$ cat config.mk
export PLATFORM = sky130hd
export DESIGN_NAME = rst_seq_ctrl
export DESIGN_NICKNAME = d
export VERILOG_FILES = /design/src/rtl/rst_seq_ctrl.sv
export SDC_FILE = /design/constraint.sdc
export NUM_CORES = 1
export LEC_CHECK = 0
export CORE_ASPECT_RATIO = 1.25
export CORE_MARGIN = 2
export CORE_UTILIZATION = 40
export CTS_CLUSTER_DIAMETER = 100
export DETAILED_ROUTE_END_ITERATION = 8
export SLEW_MARGIN = 40
export SYNTH_ARGS = -nofsm -noshare
export SYNTH_HDL_FRONTEND = slang
export SYNTH_SLANG_ARGS = --single-unit
$ cat constraint.sdc
create_clock -name pck -period 2.1 [get_ports pck]
set_clock_uncertainty 0.15 [all_clocks]
set_input_delay 0.21 -clock pck [delete_from_list [all_inputs] [get_ports pck]]
set_output_delay 0.21 -clock pck [all_outputs]
set_load 0.05 [all_outputs]
$ cat src/rtl/rst_seq_ctrl.sv
// rst_seq_ctrl -- power-up and soft-reset sequencer for the VGA frame converter.
//
// Startup waits for the clock enable, then waits for a qualified PLL lock. It
// holds every domain reset and then releases them one stage at a time: core,
// then frame buffer, then output timing. Loss of lock sends the sequencer back
// to waiting for lock. A register-requested soft reset re-runs the hold and
// release sequence from RUN. Every output is a flop in the pck domain.
//
// Compile-time option:
//   SOFT_VSYNC_ALIGN_EN  defined   : a soft reset fires on a rising edge of vsync.
//                        undefined : a soft reset fires on the cycle after it is
//                                    accepted, and vsync is ignored.
//
// Ports:
//   pck        in   pixel clock (only clock)
//   rst        in   synchronous active-high reset
//   cken       in   sequencer enable (level); low sends every state to IDLE
//   pll_lock   in   PLL lock, already synchronous to pck
//   vsync      in   frame sync from the output timing, active-high
//   soft_req   in   soft reset request (level), held until soft_ack
//   soft_ack   out  one-cycle pulse when a soft reset is taken
//   rstb_core  out  core reset, active-low
//   rstb_frame out  frame-buffer reset, active-low
//   rstb_out   out  output-timing reset, active-low
//   lock_err   out  sticky lock-timeout flag, cleared only by rst
//   seq_state  out  current state (IDLE=0 .. ERR=7)
//
// Handshake: soft_req is a level that the requester holds. The sequencer takes
// it only in RUN and answers with a single-cycle soft_ack on the edge that
// asserts the resets. The requester drops soft_req after it sees soft_ack.
// A request that is still high on the next return to RUN is taken again.

module rst_seq_ctrl #(
    parameter int ASSERT_CYC   = 16,
    parameter int STAGE_GAP    = 8,
    parameter int LOCK_TIMEOUT = 1000,
    parameter int LOCK_QUAL    = 4
) (
    input  logic       pck,
    input  logic       rst,
    input  logic       cken,
    input  logic       pll_lock,
    input  logic       vsync,
    input  logic       soft_req,
    output logic       soft_ack,
    output logic       rstb_core,
    output logic       rstb_frame,
    output logic       rstb_out,
    output logic       lock_err,
    output logic [2:0] seq_state
);

    typedef enum logic [2:0] {
        IDLE      = 3'd0,
        WAIT_LOCK = 3'd1,
        HOLD      = 3'd2,
        REL_CORE  = 3'd3,
        REL_FRAME = 3'd4,
        RUN       = 3'd5,
        SOFT      = 3'd6,
        ERR       = 3'd7
    } state_t;

    // Terminal counts. A state that lasts N cycles leaves when cnt == N-1,
    // because cnt is 0 on the first cycle spent in that state.
    localparam logic [9:0] HOLD_LAST    = 10'(ASSERT_CYC - 1);
    localparam logic [9:0] GAP_LAST     = 10'(STAGE_GAP - 1);
    localparam logic [9:0] TIMEOUT_LAST = 10'(LOCK_TIMEOUT - 1);
    localparam logic [3:0] QUAL_LAST    = 4'(LOCK_QUAL - 1);

    state_t     state, state_n;
    logic [9:0] cnt, cnt_n;
    logic [3:0] qcnt, qcnt_n;
    logic       soft_ack_n;
    logic       trigger;

`ifdef SOFT_VSYNC_ALIGN_EN
    logic vsync_q;

    always_ff @(posedge pck) begin
        if (rst) vsync_q <= 1'b0;
        else     vsync_q <= vsync;
    end

    // A vsync that is already high when SOFT is entered gives no edge here.
    // It must fall and rise again before the soft reset fires.
    assign trigger = vsync & ~vsync_q;
`else
    logic unused_vsync;

    assign unused_vsync = vsync;
    assign trigger      = 1'b1;
`endif

    always_comb begin
        state_n    = state;
        cnt_n      = '0;
        qcnt_n     = '0;
        soft_ack_n = 1'b0;

        if (state != IDLE && !cken) begin
            state_n = IDLE;
        end else begin
            case (state)
                IDLE: state_n = WAIT_LOCK;
                WAIT_LOCK: begin
                    qcnt_n = pll_lock ? qcnt + 4'd1 : 4'd0;
                    // A lock that qualifies on the last timeout cycle still wins.
                    if (pll_lock && qcnt == QUAL_LAST) state_n = HOLD;
                    else if (cnt == TIMEOUT_LAST)      state_n = ERR;
                end
                HOLD: if (cnt == HOLD_LAST) state_n = REL_CORE;
                REL_CORE: begin
                    if (!pll_lock)            state_n = WAIT_LOCK;
                    else if (cnt == GAP_LAST) state_n = REL_FRAME;
                end
                REL_FRAME: begin
                    if (!pll_lock)            state_n = WAIT_LOCK;
                    else if (cnt == GAP_LAST) state_n = RUN;
                end
                RUN: begin
                    if (!pll_lock)     state_n = WAIT_LOCK;
                    else if (soft_req) state_n = SOFT;
                end
                SOFT: begin
                    // Losing lock abandons the soft reset without acking it,
                    // so the request is still pending on the next pass through RUN.
                    if (!pll_lock) begin
                        state_n = WAIT_LOCK;
                    end else if (trigger) begin
                        state_n    = HOLD;
                        soft_ack_n = 1'b1;
                    end
                end
                default: state_n = state;  // ERR: leaves only on cken=0 or rst
            endcase
        end

        // The cycle counter runs only in the timed states and restarts on
        // every state change.
        if (state_n == state &&
            (state == WAIT_LOCK || state == HOLD ||
             state == REL_CORE  || state == REL_FRAME))
            cnt_n = cnt + 10'd1;
        if (state_n != WAIT_LOCK)
            qcnt_n = '0;
    end

    // The reset outputs are decoded from the next state, so each release or
    // assertion appears on the same edge as the state change that causes it.
    always_ff @(posedge pck) begin
        if (rst) begin
            state      <= IDLE;
            cnt        <= '0;
            qcnt       <= '0;
            soft_ack   <= 1'b0;
            rstb_core  <= 1'b0;
            rstb_frame <= 1'b0;
            rstb_out   <= 1'b0;
            lock_err   <= 1'b0;
        end else begin
            state      <= state_n;
            cnt        <= cnt_n;
            qcnt       <= qcnt_n;
            soft_ack   <= soft_ack_n;
            rstb_core  <= (state_n == REL_CORE) || (state_n == REL_FRAME) ||
                          (state_n == RUN)      || (state_n == SOFT);
            rstb_frame <= (state_n == REL_FRAME) || (state_n == RUN) ||
                          (state_n == SOFT);
            rstb_out   <= (state_n == RUN) || (state_n == SOFT);
            lock_err   <= lock_err | (state_n == ERR);
        end
    end

    assign seq_state = state;

endmodule
# Word level (Yosys, flattened, before mapping)
# Cells that the tools add are included.
[op_classes] add_sub_neg=2 n_eq_ne=17 muxes=13 bitwise=5 reduce_logical=18
[op_table] operator="$mux W3" count=10
[op_table] operator="$eq A3 B3 Y1 const B" count=7
[op_table] operator="$pmux W3 S7" count=1
[op_table] operator="$add A10 B1 Y10 const B" count=1
[op_table] operator="$eq A10 B10 Y1 const B" count=1
[op_table] operator="$eq A10 B3 Y1 const B" count=1
[op_table] operator="$eq A10 B4 Y1 const B" count=1
[op_table] operator="$eq A3 B2 Y1 const B" count=3
[op_table] operator="$logic_or A1 B1 Y1" count=9
[op_table] operator="$reduce_or A5 Y1" count=1
[op_table] operator="$add A4 B1 Y4 const B" count=1
[op_table] operator="$eq A4 B2 Y1 const B" count=1
[op_table] operator="$not A1 Y1" count=4
[op_table] operator="$eq A3 B1 Y1 const B" count=1
[op_table] operator="$eq A3 B3 Y1" count=1
[op_table] operator="$logic_and A1 B1 Y1" count=3
[op_table] operator="$logic_not A3 Y1" count=1
[op_table] operator="$ne A3 B1 Y1 const B" count=1
[op_table] operator="$reduce_bool A3 Y1" count=1
[op_table] operator="$reduce_or A3 Y1" count=1
[op_table] operator="$mux W2" count=1
[op_table] operator="$reduce_or A2 Y1" count=1
[op_table] operator="$logic_not A1 Y1" count=1
[op_table] operator="$mux W1" count=1
[op_table] operator="$or A1 B1 Y1" count=1
[word_totals] register_bits=22 wordCells=63

# Longest topological paths before layout
[logic_depth] depth_word=9 depth_mapped=8 mapped_depth_nobuf=7

# Worst setup path before layout
# Ideal clock, no wire load.
[synth_timing] path_type="register -> register" start="register state[1], in the netlist seq_state[1]" end="register cnt[2]" setup_ns=0.073 arrival_ns=2.202 slack_ns=-0.325 stages_incl_launch_ff=9 n_path_buf=2 period_less_slack_ns=2.425 cell_sequence="dfxtp_1 -> buf_6 -> nand2_1 -> mux2_4 -> o32ai_4 -> nor3_1 -> a211o_1 -> buf_6 -> nor3_2"
[synth_via] elab_chain_cells=8 word_cells_on_any_way=27
[synth_rtl] element="start, declared" line="71" source="state_t state, state_n;"
[synth_rtl] element="start signal, assigned" line="162" source="state <= state_n;"
[synth_rtl] element="$mux W3 (on tied branches) (2 in a row)"
[synth_rtl] element="$pmux W3 S7" line="104" source="case (state)"
[synth_rtl] element="$mux W3" line="101" source="if (state != IDLE && !cken) begin"
[synth_rtl] element="$eq A3 B3 Y1" line="141" source="if (state_n == state &&"
[synth_rtl] element="$logic_and A1 B1 Y1 (*)" line="141"
[synth_rtl] element="$not A1 Y1 (no line) (*)"
[synth_rtl] element="$reduce_or A2 Y1 (no line) (*)"
[synth_rtl] element="end signal, assigned" line="163" source="cnt <= cnt_n;"
[synth_rtl] element="end, declared" line="72" source="logic [9:0] cnt, cnt_n;"
# Mark *: on every way between the ends. The rest lies on a longest branch, timed or not.
# A chain may end at the register's enable or synchronous reset.

# Final worst setup path
[layout_timing] start="register cnt[6]" end="register cnt[4]"
[layout_via] elab_chain_cells=9 word_cells_on_any_way=16
[layout_rtl] element="$eq A10 B3 Y1 / $eq A10 B10 Y1 (equally long branches)" line="115, 119, 110"
[layout_rtl] element="$mux W3 (on tied branches)" line="119, 110, 115"
[layout_rtl] element="$mux W3 (on tied branches)" line="118, 109, 114"
[layout_rtl] element="$pmux W3 S7 (*)" line="104"
[layout_rtl] element="$mux W3 (*)" line="101"
[layout_rtl] element="$eq A3 B3 Y1 (*)" line="141"
[layout_rtl] element="$logic_and A1 B1 Y1 (*)" line="141"
[layout_rtl] element="$not A1 Y1 (no line) (*)"
[layout_rtl] element="$reduce_or A2 Y1 (no line) (*)"
# Marks and branches as above.

==> results.sh <==
export IMPL_path_clk_slew_ns=0.12
export IMPL_crit_chain="or4_4 > buf_6 > nor2_4 > o2bb2ai_4 > nor2_4 > a211o_4 > buf_12 > nor3_4"
export IMPL_ir_worst_vdd_v=0.000296
export IMPL_holdWs_ns=0.360
export IMPL_antenna_diode_count=0
export IMPL_synth_seq_cells=22
export IMPL_crit_path_frequent_cell="nor2_4"
export IMPL_grt_pass1_wl_um=5060
export IMPL_hold_viol_final=0
export IMPL_setup_tns_ns=-0.828
export IMPL_critical_path_class="reg2reg"
export IMPL_synth_area_top_cells="dfxtp_1 (35%), nor3_2 (7.9%), xnor2_1 (4.9%)"
export IMPL_seq_area_frac_synth_pct=35.0
export IMPL_die_w_um=54.2
export IMPL_portBuffers=12
export IMPL_grt_util_met1_pct=21.7
export IMPL_clock_power_share_pct=31.5
export IMPL_antenna_found_initial=0
export IMPL_cts_root_buf="clkbuf_4"
export IMPL_numCtsBuffers=3
export IMPL_routabilityCongestion=0.863
export IMPL_pre_cts_ws_ns=-0.293
export IMPL_drt_wl_total_um=3190
export IMPL_cts_sinks=22
export IMPL_final_nets=197
export IMPL_leakage_nw=0.768
export IMPL_dpl_cell_area_mm2=0.00167
export IMPL_final_area_mm2=0.00192
export IMPL_layout_worst_path_cycle_share_pct=105
export IMPL_grt_usage_pct=19.1
export IMPL_cts_tree="yes"
export IMPL_synth_simple_gate_area_share_pct=34.2
export IMPL_grt_pass1_vias=1171
export IMPL_start_util_pct=42.4
export IMPL_finalCriticalPeriod_ns=2.20
export IMPL_stdcell_count=223
export IMPL_ioPinCount=14
export IMPL_status="complete, but fails checks"
export IMPL_synth_fa_ha_area_share_pct=2.98
export IMPL_netlist_area_mm2=0.00126
export IMPL_post_route_util_pct=64.6
export IMPL_p_switching_mw=0.181
export IMPL_setup_slack_ns=-0.0999
export IMPL_core_area_mm2=0.00297
export IMPL_clock_path_buffers=2
export IMPL_synthMuxAreaShare_pct=1.19
export IMPL_setup_viol=11
export IMPL_post_drt_wl_per_cell_um=14.3
export IMPL_cp_max_fo=5
export IMPL_viasPerCell=5.35
export IMPL_hp_class="reg2reg"
export IMPL_required_ns=2.20
export IMPL_rows=22
export IMPL_grt_max_degree=13
export IMPL_cp_arrival_ns=2.30
export IMPL_comb_power_share_pct=12.1
export IMPL_synth_top_area_share_pct=35.0
export IMPL_hpwl_um=2400
export IMPL_worstSkewPairLatency_ns=0.31
export IMPL_synth_top_area_cell="dfxtp_1"
export IMPL_synth_xor_area_share_pct=8.34
export IMPL_maxSlewHeadroom_pct=66.9
export IMPL_die_y_um=66.8
export IMPL_synthToLayoutAreaGrowth_pct=52.5
export IMPL_synth_compound_area_share_pct=14.2
export IMPL_rsz0062_at_grt="yes"
export IMPL_synth_top_family_by_area="simple AND/OR/NAND/NOR gates"
export IMPL_place_inst=214
export IMPL_p_int_mw=0.568
export IMPL_syn_area_per_cell_um2=9.13
export IMPL_slowest_delay_ns=0.54
export IMPL_report_power_total_mw=0.749
export IMPL_max_cap_violations=0
export IMPL_htree_num_levels=1
export IMPL_drc=0
export IMPL_die_area_mm2=0.00362
export IMPL_seq_power_share_pct=56.4
export IMPL_cp_start_kind="register"
export IMPL_vias=1193
export IMPL_globalRouteOverflowTotal=0
export IMPL_synth_cell_types=42
export IMPL_use_met3_pct=3.59
export IMPL_syn_inst=138
export IMPL_hold_buffers=0
export IMPL_cp_slowest_cell="or4_4"
export IMPL_synthesis_nets=147
export IMPL_switching_share_pct=24.2
export IMPL_max_freq_ghz=0.455
export IMPL_power_density_mw_per_mm2=390
export IMPL_ant_nets=0
export IMPL_top_usage_layer="met2"
export IMPL_drive_gt1_share_pct=43.9
export IMPL_slew_violations=0
export IMPL_drt_iter0_drc=28
export IMPL_end_kind="register"
export IMPL_tightest_slew_ns=0.495
export IMPL_first_pass_iters=4
export IMPL_grt_use_met2_pct=33.4
export IMPL_yosys_warnings=0
export IMPL_violations="negative setup slack"
## worst paths after layout
check	startpoint	end	slack, ns	depth (start not counted)
worst max-delay path	cnt[6]	cnt[4]	-0.1	8
worst min register to register	lock_err	lock_err	0.36	1
worst max register to register	cnt[6]	cnt[4]	-0.1	8
worst min-delay path	lock_err	lock_err	0.36	1
## state kept, by name (all words and copies together) (netlist names)
name	count
rstb_core	1
qcnt	4
rstb_frame	1
cnt	10
soft_ack	1
seq_state	3
lock_err	1
rstb_out	1
## Yosys cell counts (all sizes together)
| cell | n |
|---|---|
| dfxtp | 22 |
| nor3 | 17 |
| nor2 | 15 |
| nand2 | 11 |
| nand3 | 7 |
| xnor2 | 7 |
| and3 | 6 |
| xor2 | 5 |
| inv | 4 |
| buf | 3 |
| ha | 3 |
| nor2b | 3 |
| o21a | 3 |
| o2bb2ai | 3 |
| a211o | 2 |
| clkbuf | 2 |
| nand3b | 2 |
| o31ai | 2 |
| o32ai | 2 |
| or2 | 2 |
| a211oi | 1 |
| a311oi | 1 |
| a31oi | 1 |
| a32oi | 1 |
| and3b | 1 |
| and4 | 1 |
| mux2 | 1 |
| nand2b | 1 |
| nand4b | 1 |
| nor3b | 1 |
| nor4 | 1 |
| nor4bb | 1 |
| o21ba | 1 |
| o21bai | 1 |
| o22ai | 1 |
| or3b | 1 |
| or4 | 1 |
## kinds of logic after synthesis
family,count (synthesis)
AND/OR/NAND/NOR,72
AO/OA/AOI/OAI,19
flip-flops,22
XOR/XNOR,12
multiplexers,1
adder cells (fa/ha/maj),3
buffers and inverters,9
## cell usage in the layout, fill, tap and decap left out, drive strengths merged, types with 2 or more instances in the layout
cell,count
nand3b,2
o32ai,2
xnor2,7
clkdlybuf4s50,11
nor2,15
and3,6
nand2,11
o2bb2ai,3
clkbuf,5
buf,37
ha,3
nor3,17
inv,4
nand3,7
o31ai,2
or2,2
o21a,3
xor2,5
dfxtp,22
a211o,2
nor2b,3
## power groups by stage
stage / sequential, mW / combinational (mW) / clock [mW]
finish: 0.423 / 0.0910 / 0.236
CTS: 0.424 / 0.0794 / 0.243
global route: 0.424 / 0.0967 / 0.259
detailed placement: 0.433 / 0.0786 / 0
floorplan: 0.436 / 0.0375 / 0
global placement: 0.433 / 0.0783 / 0
## layout make-up
cell class	instances	area, µm²
Timing Repair Buffer	50	454
Multi-Input combinational cell	107	918
Clock buffer	4	36.3
Inverter	4	15.0
Tap cell	36	45.0
Sequential cell	22	453
Fill cell	253	1050
## layer usage
layer | vias up | routed length, µm
met2 | 27 | 1670
li1 | 592 | -
met3 | 9 | 125
met4 | 0 | 72
met1 | 565 | 1320
met5 | - | 0
## critical path, delay by kind of cell (launching register included)
kind | cells | cell delay [ns]
buf+inv | 2 | 0.30
flops | 1 | 0.35
simple gates | 4 | 0.84
compound gates | 2 | 0.50
## what timing repair did
item / CTS / global route
hold endpoints to repair: 0 / 0
buffers inserted: 0 / 4
setup endpoints to repair: 21 / 19
resized for setup: 8 / 24
pin swaps: 2 / 7
cloned: 0 / 1
(Power assumes the default switching activity.)
